## src/rtl/mem_arb2.sv

```systemverilog
// Two-client arbiter in front of a single-port synchronous data memory.
// Define ARB2_FIXED_PRI_EN for strict client-0 priority instead of round-robin.
module mem_arb2 #(
   parameter int W  = 16,
   parameter int AW = 10,
   parameter int TW = 4
) (
   input  logic          clk,
   input  logic          rst_n,
   input  logic          client_req_0,
   input  logic          client_read_0,
   input  logic [AW-1:0] client_addr_0,
   input  logic [W-1:0]  client_wdata_0,
   input  logic [TW-1:0] client_tag_0,
   output logic          client_gnt_0,
   input  logic          client_req_1,
   input  logic          client_read_1,
   input  logic [AW-1:0] client_addr_1,
   input  logic [W-1:0]  client_wdata_1,
   input  logic [TW-1:0] client_tag_1,
   output logic          client_gnt_1,
   output logic          client_rvalid,
   output logic          client_rid,
   output logic [TW-1:0] client_rtag,
   output logic [W-1:0]  client_rdata,
   output logic          mem_en,
   output logic          mem_we,
   output logic [AW-1:0] mem_addr,
   output logic [W-1:0]  mem_wdata,
   input  logic [W-1:0]  mem_rdata
);

   logic          xfer;
   logic          win_read;
   logic          win_id;
   logic [AW-1:0] win_addr;
   logic [W-1:0]  win_wdata;
   logic [TW-1:0] win_tag;

   logic          rd_v1;
   logic          rd_id1;
   logic [TW-1:0] rd_tag1;

`ifdef ARB2_FIXED_PRI_EN
   assign client_gnt_0 = rst_n & client_req_0;
   assign client_gnt_1 = rst_n & client_req_1 & ~client_req_0;
`else
   // last_gnt: 1 means client 1 won the most recent transfer
   logic last_gnt;

   assign client_gnt_0 = rst_n & client_req_0 & (~client_req_1 | last_gnt);
   assign client_gnt_1 = rst_n & client_req_1 & (~client_req_0 | ~last_gnt);

   always_ff @(posedge clk or negedge rst_n) begin
      if (!rst_n) begin
         last_gnt <= 1'b1;
      end else if (xfer) begin
         last_gnt <= client_gnt_1;
      end
   end
`endif

   assign xfer = client_gnt_0 | client_gnt_1;

   always_comb begin
      win_read  = 1'b0;
      win_id    = 1'b0;
      win_addr  = '0;
      win_wdata = '0;
      win_tag   = '0;
      unique case (1'b1)
         client_gnt_0: begin
            win_read  = client_read_0;
            win_id    = 1'b0;
            win_addr  = client_addr_0;
            win_wdata = client_wdata_0;
            win_tag   = client_tag_0;
         end
         client_gnt_1: begin
            win_read  = client_read_1;
            win_id    = 1'b1;
            win_addr  = client_addr_1;
            win_wdata = client_wdata_1;
            win_tag   = client_tag_1;
         end
         default: ;
      endcase
   end

   always_ff @(posedge clk or negedge rst_n) begin
      if (!rst_n) begin
         mem_en    <= 1'b0;
         mem_we    <= 1'b0;
         mem_addr  <= '0;
         mem_wdata <= '0;
         rd_v1     <= 1'b0;
         rd_id1    <= 1'b0;
         rd_tag1   <= '0;
      end else begin
         mem_en <= xfer;
         mem_we <= xfer & ~win_read;
         rd_v1  <= xfer & win_read;
         if (xfer) begin
            mem_addr  <= win_addr;
            mem_wdata <= win_wdata;
            rd_id1    <= win_id;
            rd_tag1   <= win_tag;
         end
      end
   end

   // Response stage lines up with the memory's one-cycle read latency
   always_ff @(posedge clk or negedge rst_n) begin
      if (!rst_n) begin
         client_rvalid <= 1'b0;
         client_rid    <= 1'b0;
         client_rtag   <= '0;
      end else begin
         client_rvalid <= rd_v1;
         if (rd_v1) begin
            client_rid  <= rd_id1;
            client_rtag <= rd_tag1;
         end
      end
   end

   assign client_rdata = mem_rdata;

endmodule

```

## config.mk

```make
export PLATFORM = sky130hd
export DESIGN_NAME = mem_arb2
export DESIGN_NICKNAME = d
export VERILOG_FILES = /design/src/rtl/mem_arb2.sv
export SDC_FILE = /design/constraint.sdc
export NUM_CORES = 1
export LEC_CHECK = 0
export BUFFER_PORTS_ARGS = -buffer_cell sky130_fd_sc_hd__buf_2
export CORE_MARGIN = 2
export CORE_UTILIZATION = 42
export DETAILED_ROUTE_END_ITERATION = 8
export PLACE_DENSITY_LB_ADDON = 0.2
export SLEW_MARGIN = 20
export SYNTH_ARGS = -nofsm -noshare
export SYNTH_HDL_FRONTEND = slang
export SYNTH_SLANG_ARGS = --single-unit
```

## constraint.sdc

```tcl
create_clock -name clk -period 1.55 [get_ports clk]
set_input_delay 0.2325 -clock clk [delete_from_list [all_inputs] [get_ports clk]]
set_output_delay 0.2325 -clock clk [all_outputs]
set_load 0.02 [all_outputs]
```

[Word level (Yosys, flattened, before mapping)]
Cells that the tools add are included.
Word-level totals
  register bits after elaboration: 41
  bits in latches: 0
  RAM bits: 0
  ROM bits: 0
  input port bits: 82
  output and inout port bits: 52
  word-level logic and storage cells: 29
  memories: 0
Operators by class
  $add $sub $neg: 0
  multipliers: 0
  div/mod/pow operators: 0
  order comparisons: 0
  equality and inequality tests: 0
  shift operators: 0
  multiplexer cells: 5
  bitwise operators: 13
  reductions and logical operators: 0
Operators with widths (count)
  $pmux 16 s2: 1
  $pmux 10 s2: 1
  $pmux 4 s2: 1
  $and 1x1->1: 6
  $not 1->1: 4
  $or 1x1->1: 3
  $pmux 1 s2: 1
  $mux 1: 1

[Longest topological paths before layout]
  depth in word-level cells: 6
  gate-level depth with buffers: 7
  gate-level depth less buffers: 4

[Worst setup path before layout]
No wires, ideal clock.
  kind: register to register
  start point: reg last_gnt
  end point: reg rd_id1
  setup time: 0.118 ns
  arrival time: 1.157 ns
  required time: 1.432 ns
  path slack: 0.274 ns
  cell stages (with the launch flop): 5
  cell sequence: dfstp_2 > a21boi_2 > buf_4 > and2_1 > a21o_1
Between the ends
  cells in the longest elaborated chain, start to end: 4
  elaborated cells between the ends (all ways): 7
  classes of those cells: mux (1); bitwise (6)
Ends and longest elaborated chain
  start, declared: line 49  | logic last_gnt;
  start signal, assigned: line 58  | last_gnt <= client_gnt_1;
  $not 1->1 (*): line 52  | assign client_gnt_1 = rst_n & client_req_1 & (~client_req_0 | ~last_gnt);
  $or 1x1->1 (*): line 52
  $and 1x1->1 (*): line 52
  named net client_gnt_1: line 21  | output logic client_gnt_1,
  $mux 1 / $or 1x1->1 (equally long branches): line 71, 63
  end signal, assigned: line 106  | rd_id1 <= win_id;
  end, declared: line 41  | logic rd_id1;
The timed path passes the listed nets; every way through them passes the cells marked *.
A chain may end at the register's enable or synchronous reset.

[Final worst setup path]
  start point: reg last_gnt
  end point: out client_gnt_0
Between the ends
  cells in the longest elaborated chain, start to end: 2
Ends and longest elaborated chain
  $or 1x1->1: line 51  | assign client_gnt_0 = rst_n & client_req_0 & (~client_req_1 | last_gnt);
  $and 1x1->1: line 51
  end, declared: line 15  | output logic client_gnt_0,
Every way passes these cells.

==> impl_metrics.env <==
export IMPL_status="completed"
export IMPL_clock_latency_ps=290
export IMPL_worstSetupStartpointType="flop"
export IMPL_seq_area_frac_synth_pct=51.3
export IMPL_cts_tree="built"
export IMPL_final_util_pct=54.9
export IMPL_antenna_found_initial=0
export IMPL_synth_top_family_by_area="compound AO/OA/AOI/OAI gates"
export IMPL_synth_mux_area_share_pct=2.81
export IMPL_post_place_ws_ps=124
export IMPL_critical_path_arrival_ps=1280
export IMPL_seq_area_sq_mm=0.00103
export IMPL_clock_path_buffers=2
export IMPL_wl_mm=5.30
export IMPL_viasPerCell=5.37
export IMPL_drtIter0Drc=116
export IMPL_setup_ws_ps=33.8
export IMPL_syn_area_per_cell_sq_um=9.49
export IMPL_dieArea_sq_mm=0.00534
export IMPL_synth_xor_area_share_pct=0
export IMPL_synth_top_cell_area_share_pct=50.0
export IMPL_synth_warnings=0
export IMPL_worst_slew_pin_slew_ps=537
export IMPL_rows=25
export IMPL_start_util_pct=43.0
export IMPL_max_slew_margin_pct=64.2
export IMPL_dpl_cell_area_sq_mm=0.00243
export IMPL_ant_nets=0
export IMPL_p_per_area_mw_per_mm2=1100
export IMPL_grt_pass1_wl_mm=8.47
export IMPL_numCtsBuffers=5
export IMPL_min_period_over_period_pct=97.8
export IMPL_finClkSkew_ps=4.81
export IMPL_fp_dieH_um=73.1
export IMPL_ys_top_cells_by_area="dfrtp_1 50%, a31oi_1 8.7%, a21oi_1 7.0%"
export IMPL_synth_compound_area_share_pct=19.3
export IMPL_ys_ff_latch=41
export IMPL_finalMaxSlewViolations=0
export IMPL_end_kind="output pin"
export IMPL_crit_path_max_incr_delay_ps=550
export IMPL_finalCriticalPeriod_ps=1520
export IMPL_yosys_area_share_simple_pct=14.8
export IMPL_port_buffers=101
export IMPL_wl_per_cell_um=15.1
export IMPL_diodes=0
export IMPL_drtPass1Iterations=4
export IMPL_syn_to_final_growth_pct=27.7
export IMPL_hpwlAfterDp_mm=3.73
export IMPL_grt_max_degree=30
export IMPL_grt_usage_pct=20.6
export IMPL_ys_types=23
export IMPL_p_leak_nw=1.26
export IMPL_clkSlewWorstSetupHoldPaths_ps=70
export IMPL_cts_root_buf="clkbuf_8"
export IMPL_max_cap_violations=0
export IMPL_crit_slowest_cell="dfstp_2"
export IMPL_max_freq_ghz=0.660
export IMPL_setup_viol=0
export IMPL_syn_nets=293
export IMPL_ys_flop_type="dfrtp_1"
export IMPL_cts_sinks=41
export IMPL_synth_edff_count=0
export IMPL_synth_fa_ha_area_share_pct=0
export IMPL_fin_nets=379
export IMPL_crit_type="flop to output pin"
export IMPL_yosys_area_top_type="dfrtp_1"
export IMPL_cp_data_required_time_ps=1320
export IMPL_worst_path_buf_inv=1
export IMPL_syn_area_sq_mm=0.00200
export IMPL_fp_dieW_um=73.1
export IMPL_hold_violations=0
export IMPL_multi_input_area_sq_um=754
export IMPL_gp_congestion=0.746
export IMPL_drive_above_1_share_pct=42.8
export IMPL_grt_ovfl_total=0
export IMPL_num_vias=1886
export IMPL_final_area_sq_mm=0.00256
export IMPL_grt_pass1_vias=1864
export IMPL_drc=0
export IMPL_htreeDepth=2
export IMPL_core_sq_mm=0.00466
export IMPL_hold_class="input pin to asynchronous set/reset pin"
export IMPL_peakVddDrop_uv=537
export IMPL_path_delay_family="flip-flops"
export IMPL_num_io_pins=134
export IMPL_n_fill_cell=440
export IMPL_syn_inst=211
export IMPL_synthArstFlopShare_pct=100
export IMPL_worstPathMaxFanout=3
export IMPL_crit_path_cell_trace="nand2b_4, and3_4, buf_6"
export IMPL_rsz0062_at_grt="true"
[cells by family (layout without fill, tap and decap cells)]
kind of cell / Yosys count / count (layout)
AOI/OAI and AO/OA: 64 / 64
buffers and inverters: 37 / 123
DFF: 41 / 41
muxes: 5 / 5
and+or+nand+nor: 64 / 64
[Yosys cell counts, types with 2 or more instances]
library cell,count
a21o_1,2
a21oi_1,28
a221o_1,2
a31oi_1,28
and3_1,3
buf_2,9
buf_4,17
buf_6,3
clkbuf_1,7
dfrtp_1,40
mux2_1,5
nand2b_1,2
nand3_1,28
nor2_1,28
[cell usage in the layout, fill, tap and decap left out, types with 2 or more instances in the layout]
cell / n
buf_2: 100
dfrtp_1: 40
nand3_1: 28
a31oi_1: 28
nor2_1: 28
a21oi_1: 28
buf_4: 13
clkbuf_8: 6
mux2_1: 5
a21o_1: 2
and3_1: 2
a221o_1: 2
[sequential cells by signal (all words and copies together) (netlist names)]
| name | cells |
|---|---|
| mem_wdata | 16 |
| mem_addr | 10 |
| client_rtag | 4 |
| rd_tag1 | 4 |
| client_rid | 1 |
| client_rvalid | 1 |
| last_gnt | 1 |
| mem_en | 1 |
| mem_we | 1 |
| rd_id1 | 1 |
| rd_v1 | 1 |
[metal layers]
| layer | up-vias | part of all wire, % | GRT usage [%] |
|---|---|---|---|
| li1 | 907 | - | - |
| met1 | 880 | 44 | 27.0 |
| met2 | 90 | 46 | 32.2 |
| met3 | 9 | 8.3 | 5.94 |
| met4 | 0 | 1.5 | 7.82 |
| met5 | - | 0 | 0 |
[metrics by stage]
stage	setup TNS (ps)	hold slack (ps)	power [mW]	instances
floorplan	0	-63.1	1.86	211
global placement	0	115	2.12	342
finish	0	36.9	2.82	351
detailed placement	0	129	2.13	342
global route	-22.6	55.6	2.98	351
CTS	0	49.7	2.85	350
[layout make-up]
class | instances | area share (%)
clock buffer | 7 | 3.37
inverter | 1 | 0.147
multi-input combinational | 133 | 29.5
sequential | 41 | 40.1
tap | 54 | 2.64
timing repair buffer | 115 | 24.2
[power breakdown]
part | internal, mW | leakage (nW) | total (mW) | switching (mW)
Clock | 0.353 | 0.0443 | 0.696 | 0.343
Sequential | 1.24 | 0.487 | 1.32 | 0.0867
Combinational | 0.315 | 0.727 | 0.797 | 0.482
Total | 1.90 | 1.26 | 2.82 | 0.912
[what timing repair did]
action | in CTS | in global routing
buffers inserted | 0 | 1
hold endpoints to repair | 4 | 0
gates resized for setup | 4 | 1
hold buffers | 1 | 0
pin swaps | 0 | 0
setup endpoints to repair | 1 | 2
[final timing paths]
kind / slack, ps / from / depth (start not counted) / endpoint
worst min-delay path: 40 / rst_n / 2 / mem_wdata[10]
min in group clk: 180 / client_wdata_0[8] / 2 / mem_wdata[8]
max in group asynchronous: 800 / rst_n / 2 / mem_en
worst min register to register: 480 / rd_id1 / 1 / rd_id1
worst max-delay path: 30 / last_gnt / 3 / client_gnt_0
worst max register to register: 200 / last_gnt / 5 / mem_wdata[13]
(Power assumes the default switching activity.)
